<file path="src/rtl/uart_avalon_master.sv">
// uart_avalon_master
// Avalon-MM initiator for the rs232_0 UART slave. Turns a valid/ready TX byte
// stream into data-register writes, and polls the RX FIFO with data-register
// reads to feed a valid/ready RX byte stream. TX writes are gated by credits
// read from the control register's WSPACE field, so the slave's TX FIFO never
// overflows.
//
// Ports
//   clk_clk         in   1   system clock
//   reset_reset_n   in   1   asynchronous active-low reset
//   tx_data         in   8   byte to transmit
//   tx_valid        in   1   tx_data valid, held until tx_ready
//   tx_ready        out  1   one-cycle pulse, tx_data consumed this cycle
//   rx_data         out  8   received byte
//   rx_valid        out  1   rx_data valid, held until rx_ready
//   rx_ready        in   1   consumer accepts rx_data
//   avm_address     out  1   0 = data register, 1 = control register
//   avm_chipselect  out  1   high with every read or write
//   avm_byteenable  out  4   4'hF on register reads and control writes, 4'h1 on data writes
//   avm_read        out  1   single-cycle read strobe
//   avm_write       out  1   single-cycle write strobe
//   avm_writedata   out  32  write data
//   avm_readdata    in   32  read data, valid one cycle after avm_read
//
// state       | meaning
// ------------+----------------------------------------------------------
// S_INIT      | write 0 to control register (disable irqs), once after reset
// S_IDLE      | arbitrate between TX and RX requests
// S_CTRL_RD   | read control register to refresh TX credits
// S_CTRL_WAIT | capture WSPACE into credit counter
// S_TX_WR     | write tx_data to data register, pulse tx_ready
// S_RX_RD     | read data register (pops slave RX FIFO)
// S_RX_WAIT   | capture byte if RVALID, else arm poll timer

module uart_avalon_master #(
  parameter int POLL_INTERVAL = 16,
  parameter int CREDIT_W      = 8
) (
  input  logic        clk_clk,
  input  logic        reset_reset_n,
  input  logic [7:0]  tx_data,
  input  logic        tx_valid,
  output logic        tx_ready,
  output logic [7:0]  rx_data,
  output logic        rx_valid,
  input  logic        rx_ready,
  output logic        avm_address,
  output logic        avm_chipselect,
  output logic [3:0]  avm_byteenable,
  output logic        avm_read,
  output logic        avm_write,
  output logic [31:0] avm_writedata,
  input  logic [31:0] avm_readdata
);

  localparam int TMR_W = $clog2(POLL_INTERVAL + 1);
  localparam logic [15:0] WSPACE_MAX = 16'((64'd1 << CREDIT_W) - 64'd1);

  typedef enum logic [2:0] {
    S_INIT,
    S_IDLE,
    S_CTRL_RD,
    S_CTRL_WAIT,
    S_TX_WR,
    S_RX_RD,
    S_RX_WAIT
  } state_t;

  state_t              state, state_nxt;
  logic [CREDIT_W-1:0] credit;
  logic [TMR_W-1:0]    poll_tmr;
  logic                last_tx;
  logic                tx_req, rx_req, grant_tx;

  logic                bus_rd, bus_wr, bus_addr, bus_tx_ready;
  logic [3:0]          bus_be;
  logic [31:0]         bus_wd;

  logic [15:0]         wspace;
  logic                rd_rvalid;
  logic                readdata_unused;

  assign wspace          = avm_readdata[31:16];
  assign rd_rvalid       = avm_readdata[15];
  assign readdata_unused = ^avm_readdata[14:8];

  always_comb begin
    tx_req    = tx_valid;
    rx_req    = !rx_valid && (poll_tmr == '0);
    // On a tie, the side that did not win last time gets the bus.
    grant_tx  = tx_req && (!rx_req || !last_tx);
    state_nxt = state;
    case (state)
      S_INIT:      state_nxt = S_IDLE;
      S_IDLE: begin
        if (grant_tx)    state_nxt = (credit != '0) ? S_TX_WR : S_CTRL_RD;
        else if (rx_req) state_nxt = S_RX_RD;
      end
      S_CTRL_RD:   state_nxt = S_CTRL_WAIT;
      S_CTRL_WAIT: state_nxt = S_IDLE;
      S_TX_WR:     state_nxt = S_IDLE;
      S_RX_RD:     state_nxt = S_RX_WAIT;
      S_RX_WAIT:   state_nxt = S_IDLE;
      default:     state_nxt = S_INIT;
    endcase
  end

  always_comb begin
    bus_rd       = 1'b0;
    bus_wr       = 1'b0;
    bus_addr     = 1'b0;
    bus_be       = 4'h0;
    bus_wd       = 32'h0;
    bus_tx_ready = 1'b0;
    case (state)
      S_INIT: begin
        bus_wr   = 1'b1;
        bus_addr = 1'b1;
        bus_be   = 4'hF;
      end
      S_CTRL_RD: begin
        bus_rd   = 1'b1;
        bus_addr = 1'b1;
        bus_be   = 4'hF;
      end
      S_TX_WR: begin
        bus_wr       = 1'b1;
        bus_be       = 4'h1;
        bus_wd       = {24'h0, tx_data};
        bus_tx_ready = 1'b1;
      end
      S_RX_RD: begin
        bus_rd = 1'b1;
        bus_be = 4'hF;
      end
      default: ;
    endcase
  end

  // The reset state is S_INIT, whose decode is a write. Qualifying the bus
  // with reset keeps every strobe low for as long as reset is held, and the
  // init write appears in the first cycle after release.
  assign avm_read       = bus_rd & reset_reset_n;
  assign avm_write      = bus_wr & reset_reset_n;
  assign avm_chipselect = (bus_rd | bus_wr) & reset_reset_n;
  assign avm_address    = bus_addr & reset_reset_n;
  assign avm_byteenable = bus_be & {4{reset_reset_n}};
  assign avm_writedata  = bus_wd & {32{reset_reset_n}};
  assign tx_ready       = bus_tx_ready & reset_reset_n;

  always_ff @(posedge clk_clk or negedge reset_reset_n) begin
    if (!reset_reset_n) begin
      state    <= S_INIT;
      credit   <= '0;
      poll_tmr <= '0;
      last_tx  <= 1'b0;
      rx_valid <= 1'b0;
      rx_data  <= 8'h0;
    end else begin
      state <= state_nxt;

      if (state == S_IDLE) begin
        if (grant_tx)    last_tx <= 1'b1;
        else if (rx_req) last_tx <= 1'b0;
      end

      if (state == S_CTRL_WAIT)
        credit <= (wspace > WSPACE_MAX) ? CREDIT_W'(WSPACE_MAX) : CREDIT_W'(wspace);
      else if (state == S_TX_WR)
        credit <= credit - CREDIT_W'(1);

      if (state == S_RX_WAIT)
        poll_tmr <= rd_rvalid ? '0 : TMR_W'(POLL_INTERVAL);
      else if (poll_tmr != '0)
        poll_tmr <= poll_tmr - TMR_W'(1);

      // A read is only issued while rx_valid is low, so a popped byte always
      // has somewhere to land.
      if (state == S_RX_WAIT && rd_rvalid) begin
        rx_valid <= 1'b1;
        rx_data  <= avm_readdata[7:0];
      end else if (rx_valid && rx_ready) begin
        rx_valid <= 1'b0;
      end
    end
  end

endmodule

</file>
<file path="config.mk">
export PLATFORM = sky130hd
export DESIGN_NAME = uart_avalon_master
export DESIGN_NICKNAME = d
export VERILOG_FILES = /design/src/rtl/uart_avalon_master.sv
export SDC_FILE = /design/constraint.sdc
export NUM_CORES = 1
export LEC_CHECK = 0
export ABC_AREA = 1
export CORE_ASPECT_RATIO = 1.75
export CORE_UTILIZATION = 29
export DETAILED_ROUTE_END_ITERATION = 8
export RECOVER_POWER = 50
export SLEW_MARGIN = 25
export SYNTH_ARGS = -nofsm -noshare
export SYNTH_HDL_FRONTEND = slang
export SYNTH_SLANG_ARGS = --single-unit
</file>
<file path="constraint.sdc">
create_clock -name clk_clk -period 4.2 [get_ports clk_clk]
set_input_delay 1.05 -clock clk_clk [delete_from_list [all_inputs] [get_ports clk_clk]]
set_output_delay 1.05 -clock clk_clk [all_outputs]
set_load 0.02 [all_outputs]
</file>
==> impl_metrics.json, run 1 <==
{
  "via_per_inst": 4.41,
  "postRouteAntennaNets": 0,
  "cts_setup_buffers": 0,
  "clock_sinks": 26,
  "rows": 37,
  "status": "finished clean",
  "max_stage_delay_ns": 0.64,
  "power.leakage_uw": 0.00111,
  "grt_max_degree": 20,
  "routabilityCongestion": 0.765,
  "cts_buffers": 3,
  "die_w_um": 60.9,
  "routed_wl_um": 3840,
  "cap_violations": 0,
  "critPathTopFamily": "buffers and inverters",
  "grt_pass1_wl_um": 6420,
  "relSlewSlack_pct": 32.4,
  "crit_fanout": 8,
  "nets": 337,
  "fin_crit_sh_pct": 88.9,
  "die_area_um2": 6390,
  "seqCellArea_um2": 651,
  "antenna_found_initial": 0,
  "rsz0062_at_grt": "false",
  "hold_violations": 0,
  "drt_iter0_markers": 31,
  "tritoncts": "yes",
  "hold_class": "register to register",
  "initial_utilization_pct": 29.9,
  "fmax_ghz": 0.268,
  "yosys.cell_types.count": 30,
  "drc": 0,
  "fin_crit_ns": 3.73,
  "ctsResizeCount": 0,
  "antennaDiodeCount": 0,
  "firstDrtPassIters": 4,
  "peakVddDrop_mv": 0.193,
  "multiInputGateArea_um2": 858,
  "path_buf_inv": 3,
  "port_buffers": 62,
  "cp_data_arrival_time_ns": 2.68,
  "layout_common_cells": "clkdlybuf4s50_1, nand2_1, nor2_1, dfrtp_1",
  "final_common_cell": "clkdlybuf4s50_1",
  "ys_seq_area_share_pct": 37.0,
  "cp-end-kind": "output port",
  "drv_slew": 0,
  "cts_buffer_depth": 2,
  "area_growth_pct": 35.8,
  "worstSetupPathType": "input pin to output port",
  "worst_pin_slew_ns": 1.01,
  "vias": 1614,
  "yosys_warnings": 0,
  "layout-drive-gt1-share_pct": 5.21,
  "syn_avg_cell_area_um2": 7.74,
  "dp_hpwl_um": 3120,
  "crit_chain": "dlygate4sd3_1, buf_4, nand2_1, nor2_1, clkdlybuf4s50_1",
  "grt_pass1_vias": 1539,
  "grt_usage_pct": 13.0,
  "fillers": 631,
  "postCtsHoldBufs": 0,
  "pin_count": 94,
  "core-area_um2": 5880,
  "critPathLaunchType": "input pin",
  "synthCells": 227,
  "required_ns": 3.15,
  "final-setup-viol-count": 0,
  "ys_ff_latch": 26,
  "htree_num_levels": 1,
  "setup_tns_ns": 0,
  "grt_overflow": 0,
  "fin_hold_ws_ns": 0.502,
  "wl_per_cell_um": 10.5,
  "worst_skew_pair.late_latency_ns": 0.27,
  "syn_area_um2": 1760,
  "slowest_stage": "clkdlybuf4s50_1",
  "cts.reportedPaths.clkPinSlew_ns": 0.09,
  "power_density_nw_per_um2": 588,
  "fp.dieH_um": 105,
  "fin_worst_skew_ns": 0.00282,
  "cts-root-buf": "clkbuf_8"
}
sequential cells by signal, indices dropped and copies added (netlist names):
| register | cells |
|---|---|
| state | 3 |
| rx_valid | 1 |
| rx_data | 8 |
| credit | 8 |
| last_tx | 1 |
| poll_tmr | 5 |
worst register-to-register path, delay by kind of cell, from the launching register on:
family / cells / cell delay [ns]
buffers and inverters: 2 / 0.56
DFF: 1 / 0.46
and+or+nand+nor: 4 / 0.56
cell usage after synthesis:
cell type   n  area share, %
conb_1      1           0.21
nor2_4      1           0.64
nand2_2     2           0.71
a21boi_1    1           0.43
nand2_1    39            8.3
o211ai_1    4            1.7
nand2_4     1           0.64
nand3_1    16            4.6
o22ai_1     1           0.36
buf_6       1           0.64
buf_4      27             12
mux2_4      8            6.8
dfrtp_1    26             37
o21ai_1     1           0.28
inv_1      24            5.1
a31oi_1     1           0.36
xnor2_1     1           0.50
nor2_1     39            8.3
nor2_2      1           0.36
ha_1        4            2.8
inv_2       1           0.21
o31ai_1     2           0.85
o21ai_0    10            2.8
buf_2       1           0.28
nand3b_1    1           0.43
nor3_1      5            1.4
a21oi_1     3           0.85
clkbuf_1    1           0.21
o21bai_1    1           0.43
nand4_1     3            1.1
layout make-up:
type / instances / area share, %
sequential: 26 / 27.3
multi-input combinational: 169 / 36.0
timing repair buffer: 64 / 26.5
tap: 78 / 4.09
inverter: 25 / 3.93
clock buffer: 4 / 2.31
metrics by stage:
| stage | area (µm²) | power, µW | std cells | setup slack (ns) | util [%] |
|---|---|---|---|---|---|
| after global placement | 2350 | 1250 | 362 | 0.510 | 40.1 |
| after CTS | 2410 | 1440 | 366 | 0.494 | 41.0 |
| final | 2390 | 1400 | 366 | 0.466 | 40.6 |
| after floorplan | 1840 | 1020 | 250 | 1.44 | - |
| after global routing | 2390 | 1540 | 366 | 0.351 | 40.6 |
| after detailed placement | 2350 | 1270 | 362 | 0.501 | 40.1 |
metal layers:
layer	GRT usage (%)	vias up	share of wire [%]
li1	-	802	-
met1	14.1	744	39
met2	24.1	64	55
met4	4.38	0	1.2
met3	2.23	4	4.9
met5	0	-	0
final timing paths:
path / from / endpoint / slack, ns / depth (start not counted)
max: reset_reset_n / avm_byteenable[3] / 0.47 / 5
min: rx_data[1] / rx_data[1] / 0.50 / 1
max reg2reg: state[1] / credit[4] / 2.51 / 6
max in group asynchronous: reset_reset_n / poll_tmr[0] / 2.07 / 2
min in group asynchronous: reset_reset_n / state[2] / 1.18 / 2
min reg2reg: rx_data[1] / rx_data[1] / 0.50 / 1
where the power goes:
part	internal, µW	total [µW]	leakage, µW	switching (µW)
sequential	372	461	0.000312	88.2
combinational	345	781	0.000767	437
clock	83.8	162	0.0000288	78.1
logic make-up after synthesis:
logic type               count (synthesis)  share of synthesized area [%]
AND/OR/NAND/NOR                        108                           26.5
buffers and inverters                   55                           18.0
flip-flops                              26                           37.0
AO/OA/AOI/OAI                           24                           8.11
multiplexers                             8                           6.83
adder cells (fa/ha/maj)                  4                           2.85
other                                    1                          0.213
XOR/XNOR                                 1                          0.498
No activity file was read; power rests on OpenSTA's default activity.
==> run 2: changes to the inputs <==
Settings changed: SKIP_CTS_REPAIR_TIMING set to 1.
==> results of run 2 <==
The final DEF is identical to that of run 1; final timing and power are the same.
